File: src/rtl/pdp_fetch_queue_pkg.sv
// Shared types and constants for the PDP-11 instruction fetch stage.
package pdp_fetch_queue_pkg;

   localparam int unsigned ENTRY_PC_W = 16;

   localparam logic [15:0] HALT_OPCODE = 16'o000000;

   typedef enum logic [1:0] {
      RUN   = 2'd0,
      HALT  = 2'd1,
      FAULT = 2'd2
   } fetch_state_t;

   typedef struct packed {
      logic [15:0]           instr;
      logic [ENTRY_PC_W-1:0] pc;
   } fetch_entry_t;

endpackage

File: src/rtl/pdp_fetch_fifo.sv
// Prefetch queue: synchronous FIFO of fetched words with flush and occupancy count.
module pdp_fetch_fifo
   import pdp_fetch_queue_pkg::*;
#(
   parameter int unsigned Depth = 4,
   localparam int unsigned AW = $clog2(Depth)
) (
   input  logic         clk_i,
   input  logic         rst_i,
   input  logic         flush_i,
   input  logic         push_i,
   input  fetch_entry_t wdata_i,
   input  logic         pop_i,
   output fetch_entry_t head_o,
   output logic [AW:0]  count_o
);

   fetch_entry_t  mem_q [Depth];
   logic [AW-1:0] rd_ptr_q;
   logic [AW-1:0] wr_ptr_q;
   logic [AW:0]   count_q;
   logic          do_push;
   logic          do_pop;

   assign do_pop  = pop_i && (count_q != '0);
   // A push into a full queue is accepted when the head leaves in the same cycle.
   assign do_push = push_i && ((count_q != (AW+1)'(Depth)) || do_pop);

   assign head_o  = mem_q[rd_ptr_q];
   assign count_o = count_q;

   // Pointers wrap naturally because Depth is a power of two.
   always_ff @(posedge clk_i or posedge rst_i) begin
      if (rst_i) begin
         for (int i = 0; i < int'(Depth); i++) begin
            mem_q[i] <= '0;
         end
         rd_ptr_q <= '0;
         wr_ptr_q <= '0;
         count_q  <= '0;
      end else if (flush_i) begin
         rd_ptr_q <= '0;
         wr_ptr_q <= '0;
         count_q  <= '0;
      end else begin
         if (do_push) begin
            mem_q[wr_ptr_q] <= wdata_i;
            wr_ptr_q        <= wr_ptr_q + 1'b1;
         end
         if (do_pop) begin
            rd_ptr_q <= rd_ptr_q + 1'b1;
         end
         count_q <= count_q + (AW+1)'(do_push) - (AW+1)'(do_pop);
      end
   end

endmodule

File: src/rtl/pdp_fetch_queue.sv
// PDP-11 fetch stage: PC, one-deep flash read pipeline with epoch tagging, run/halt/fault FSM.
module pdp_fetch_queue
   import pdp_fetch_queue_pkg::*;
#(
   parameter int unsigned PC_WIDTH    = 16,
   parameter int unsigned FLASH_DEPTH = 2048,
   parameter int unsigned QUEUE_DEPTH = 4,
   parameter logic [PC_WIDTH-1:0] RESET_PC = 16'o000000,
   localparam int unsigned FA_W = $clog2(FLASH_DEPTH)
) (
   input  logic                clock,
   input  logic                reset,
   output logic                flash_rd,
   output logic [FA_W-1:0]     flash_addr,
   input  logic [15:0]         flash_rdata,
   input  logic                redirect_valid,
   input  logic [PC_WIDTH-1:0] redirect_pc,
   output logic                dec_valid,
   input  logic                dec_ready,
   output logic [15:0]         dec_instr,
   output logic [PC_WIDTH-1:0] dec_pc,
   output logic [PC_WIDTH-1:0] dec_next_pc,
   output logic                halted,
   output logic                fetch_fault
);

   localparam int unsigned QW = $clog2(QUEUE_DEPTH);
   localparam logic [QW:0] QDepth = (QW+1)'(QUEUE_DEPTH);

   fetch_state_t        state_q;
   logic [PC_WIDTH-1:0] fetch_pc_q;
   logic [PC_WIDTH-1:0] issued_pc_q;
   logic                inflight_q;
   logic                epoch_q;
   logic                issue_epoch_q;

   logic [QW:0]  occupancy;
   fetch_entry_t head;
   fetch_entry_t wentry;
   logic         in_range;
   logic         resp_live;
   logic         resp_halt;
   logic         issue;
   logic         push;
   logic         pop;
   logic         unused_pc_lsb;

   assign unused_pc_lsb = redirect_pc[0];

   assign in_range  = {1'b0, fetch_pc_q[PC_WIDTH-1:1]} < PC_WIDTH'(FLASH_DEPTH);
   assign resp_live = inflight_q && (issue_epoch_q == epoch_q);
   // A HALT word arriving now stops fetch before the next read goes out.
   assign resp_halt = resp_live && (flash_rdata == HALT_OPCODE);

   assign issue = !reset && (state_q == RUN) && !redirect_valid && in_range && !resp_halt &&
                  ((occupancy + {{QW{1'b0}}, inflight_q}) < QDepth);

   assign push   = resp_live && !redirect_valid;
   assign pop    = dec_valid && dec_ready;
   assign wentry = '{instr: flash_rdata, pc: issued_pc_q};

   assign flash_rd    = issue;
   assign flash_addr  = fetch_pc_q[FA_W:1];
   assign dec_valid   = (occupancy != '0);
   assign dec_instr   = dec_valid ? head.instr : '0;
   assign dec_pc      = dec_valid ? head.pc : '0;
   assign dec_next_pc = dec_valid ? head.pc + PC_WIDTH'(2) : '0;
   assign halted      = (state_q != RUN);
   assign fetch_fault = (state_q == FAULT);

   pdp_fetch_fifo #(
      .Depth (QUEUE_DEPTH)
   ) u_fifo (
      .clk_i   (clock),
      .rst_i   (reset),
      .flush_i (redirect_valid),
      .push_i  (push),
      .wdata_i (wentry),
      .pop_i   (pop),
      .head_o  (head),
      .count_o (occupancy)
   );

   always_ff @(posedge clock or posedge reset) begin
      if (reset) begin
         state_q       <= RUN;
         fetch_pc_q    <= RESET_PC;
         issued_pc_q   <= '0;
         inflight_q    <= 1'b0;
         epoch_q       <= 1'b0;
         issue_epoch_q <= 1'b0;
      end else begin
         inflight_q <= issue;
         if (issue) begin
            issued_pc_q   <= fetch_pc_q;
            issue_epoch_q <= epoch_q;
         end
         if (redirect_valid) begin
            epoch_q    <= ~epoch_q;
            fetch_pc_q <= {redirect_pc[PC_WIDTH-1:1], 1'b0};
            state_q    <= RUN;
         end else begin
            if (issue) begin
               fetch_pc_q <= fetch_pc_q + PC_WIDTH'(2);
            end
            unique case (state_q)
               RUN: begin
                  if (resp_halt) begin
                     state_q <= HALT;
                  end else if (!in_range) begin
                     state_q <= FAULT;
                  end
               end
               HALT, FAULT: state_q <= state_q;
               default:     state_q <= FAULT;
            endcase
         end
      end
   end

endmodule

File: config.mk
export PLATFORM = sky130hd
export DESIGN_NAME = pdp_fetch_queue
export DESIGN_NICKNAME = d
export VERILOG_FILES = /design/src/rtl/pdp_fetch_queue_pkg.sv /design/src/rtl/pdp_fetch_fifo.sv /design/src/rtl/pdp_fetch_queue.sv
export SDC_FILE = /design/constraint.sdc
export NUM_CORES = 1
export LEC_CHECK = 0
export CAP_MARGIN = 25
export CORE_UTILIZATION = 60
export CTS_CLUSTER_SIZE = 24
export DETAILED_ROUTE_END_ITERATION = 7
export GPL_TIMING_DRIVEN = 0
export PLACE_DENSITY = 0.92
export SETUP_SLACK_MARGIN = 0.4
export SLEW_MARGIN = 20
export SYNTH_ARGS = -nofsm -noshare
export SYNTH_HDL_FRONTEND = slang
export SYNTH_SLANG_ARGS = --single-unit
File: constraint.sdc
create_clock -name clock -period 11.3 [get_ports clock]
set_input_delay 2.26 -clock clock [delete_from_list [all_inputs] [get_ports clock]]
set_output_delay 2.26 -clock clock [all_outputs]
set_load 0.005 [all_outputs]
==> metrics.cfg <==
[drt]
vias = 5630
ant_nets = 0
drt_iter0_markers = 334
wire_per_inst_um = 20.7
wl_met1_mm = 7.92
via_per_inst = 6.01
routed.top_layer = met4
met3_length_um = 940
drt_first_pass_iters = 5
dr_wl_met2_mm = 9.97
remaining_drc_errors = 0
drt-total-wl_mm = 19.3

[worst_setup_path]
start_kind = input pin
slowest_stage = clkdlybuf4s50_1
cp-end-kind = primary output
crit_fanout = 11
arrival_ns = 4.89
path_cells = clkdlybuf4s50_1 -> or4b_4 -> nor3_4 -> o211ai_1 -> inv_1 -> buf_1 -> clkdlybuf4s50_1
max_stage_delay_ns = 0.61
r2r_slack_ns = 8.01
cp_data_required_time_ns = 9.04
cp_common_cell = clkdlybuf4s50_1
crit_type = in -> out

[layout]
post-route-util = 0.749
final_area_um2 = 9920
antennaDiodeCount = 0
syn_to_final_growth_pct = 21.8
layout.nets = 794
drive_gt1_frac = 0.301
fillCellCount = 805

[run]
maxCapViolCount = 0

[floorplan]
num_rows = 42
start_util = 0.615
io_pins = 99
die-width_um = 119
die-area_um2 = 14100
die_y_um = 119
coreArea_um2 = 13200

[pwr]
p_total_uw = 1560
swShare = 0.292
cellLeakagePower_uw = 0.00466
pwr-share-clk = 0.351
p_comb_frac = 0.213
powerDensity_nw_per_um2 = 157
power_frac_seq = 0.435
switchingPower_uw = 455
irDropWorstVdd_uv = 141
intPower_uw = 1100

[timing]
fmax_ghz = 0.140
rsz0062_at_grt = no
final_max_slew_viol_count = 0
worstMarginPinSlew_ns = 0.972
period_share = 0.633
min_period_ns = 7.15
setup-violations-final = 0
tns_ns = 0
clock_skew_ns = 0.00773
max_slew_margin = 0.347
hold_viol = 0

[clocking]
cts_htree_levels = 4
cts_buffers = 17
cts_tree = yes
clock-sinks = 166
cts.root.buffer_cell = clkbuf_16
ctsResizeCount = 0
cts_hold_buf = 0
clock_path_buffers = 2
post_cts.repair.setup_buffers = 0
clk_pin_slew_ns = 0.06
clkLatencyLatePin_ns = 0.43

[synthesis]
syn_area_um2 = 8150
synth_top_area_cell = dfrtp_1
synthTopCellsByCount = dfrtp_1 (166), mux2_2 (128), nand2_1 (55), and2_1 (38), mux4_2 (28)
synth_enable_flop_cells = 0
ys_async_sr_fraction = 1.00
ys_ff_latch = 166
synth_area_per_cell_um2 = 12.9
synth_cells = 631
synthTopCellsByArea = dfrtp_1 (51%), mux2_2 (18%), mux4_2 (7.7%)
synthMostInstantiatedCell = dfrtp_1
ys_types = 51
synth_top_area_frac = 0.510
yosysWarnings = 0
synth.yosys.seq_area_share = 0.510
synth_flop_cell = dfrtp_1

[hold_path]
hp-class = reg -> reg

[placed_design]
hpwl_mm = 13.0
placed_cell_area_um2 = 9360
io_buffers = 95
gp_congestion = 0.873

[global_route]
grt_usage = 0.297
grt_pass1_vias = 5991
grt_pass1_wl_mm = 31.7
grt_start_max_net_pins = 102
grt_antenna_before_repair = 0
grt_overflow = 0

[run_status]
outcome = completed

[worst max-delay path, delay by kind of cell]
family	cells	cell delay, ns
compound gates	1	0.14
buf+inv	4	1.73
simple gates	2	0.76
[cell type report]
class | count | area [um2] | share of cell area
Timing Repair Buffer | 96 | 978 | 0.0986
Tap cell | 176 | 220 | 0.0222
Clock buffer | 22 | 494 | 0.0498
Buffer | 47 | 278 | 0.0280
Multi-Input combinational cell | 406 | 3670 | 0.370
Clock inverter | 10 | 68.8 | 0.00694
Inverter | 13 | 56.3 | 0.00567
Sequential cell | 166 | 4150 | 0.419
[metal layers]
layer,up-vias,track usage
li1,2465,-
met1,2938,0.379
met2,189,0.490
met3,38,0.0642
met4,0,0.129
met5,-,0
[worst paths after layout]
path,depth (start not counted),start,end
max,7,redirect_valid,flash_rd
min,1,u_fifo.mem_q[58],u_fifo.mem_q[58]
max reg2reg,10,u_fifo.count_o[1],u_fifo.count_o[2]
min reg2reg,1,u_fifo.mem_q[58],u_fifo.mem_q[58]
max in group asynchronous,3,reset,u_fifo.mem_q[87]
min in group asynchronous,2,reset,fetch_pc_q[3]
[placed cells by master, fill, tap and decap left out, types with 4 or more instances in the layout]
| cell | n |
|---|---|
| nand2_1 | 55 |
| xor2_1 | 9 |
| and2_1 | 38 |
| nand4_1 | 5 |
| ha_1 | 10 |
| nor4_1 | 6 |
| o21ai_0 | 12 |
| mux2i_1 | 6 |
| clkbuf_16 | 17 |
| nand3b_1 | 4 |
| a21oi_1 | 9 |
| nor3_1 | 5 |
| xnor2_1 | 11 |
| nor2b_1 | 5 |
| dfrtp_1 | 166 |
| nand3_1 | 13 |
| mux4_2 | 28 |
| buf_2 | 17 |
| clkinv_2 | 4 |
| clkdlybuf4s50_1 | 95 |
| clkbuf_8 | 5 |
| mux2_2 | 128 |
| buf_4 | 15 |
| inv_1 | 12 |
| clkbuf_1 | 11 |
| nor2_1 | 26 |
[power by group through the flow]
| stage | logic, uW | clock network [uW] | registers (uW) |
|---|---|---|---|
| 3_5_place_dp | 332 | 0 | 686 |
| 2_1_floorplan | 215 | 0 | 671 |
| 3_3_place_gp | 316 | 0 | 681 |
| 6_report | 332 | 547 | 678 |
| 5_1_grt | 360 | 576 | 684 |
| 4_1_cts | 336 | 550 | 677 |
[per-stage QoR]
| step | hold WS, ns | std cells | worst slack [ns] |
|---|---|---|---|
| after floorplan | 0.456 | 632 | 4.55 |
| after global placement | 0.475 | 903 | 2.88 |
| after detailed placement | 0.488 | 904 | 4.15 |
| after CTS | 0.503 | 936 | 4.14 |
| after global routing | 0.520 | 936 | 3.97 |
| final | 0.501 | 936 | 4.15 |
[flip-flops by register name, summed over array words and instances, names as in the netlist]
register         count
u_fifo.mem_q       124
fetch_pc_q          15
issued_pc_q         15
u_fifo.count_o       3
state_q              2
u_fifo.rd_ptr_q      2
u_fifo.wr_ptr_q      2
epoch_q              1
inflight_q           1
issue_epoch_q        1
[kinds of logic (layout without fill, tap and decap cells)]
logic type / count (synthesis) / count (layout) / synth area share
XOR/XNOR: 20 / 20 / 0.0215
buffers and inverters: 60 / 188 / 0.0401
adder cells (fa/ha/maj): 11 / 11 / 0.0178
other: 1 / 2 / 0.000460
flip-flops: 166 / 166 / 0.510
AO/OA/AOI/OAI: 33 / 33 / 0.0250
multiplexers: 165 / 165 / 0.271
AND/OR/NAND/NOR: 175 / 175 / 0.114
No activity file was read; power rests on OpenSTA's default activity.
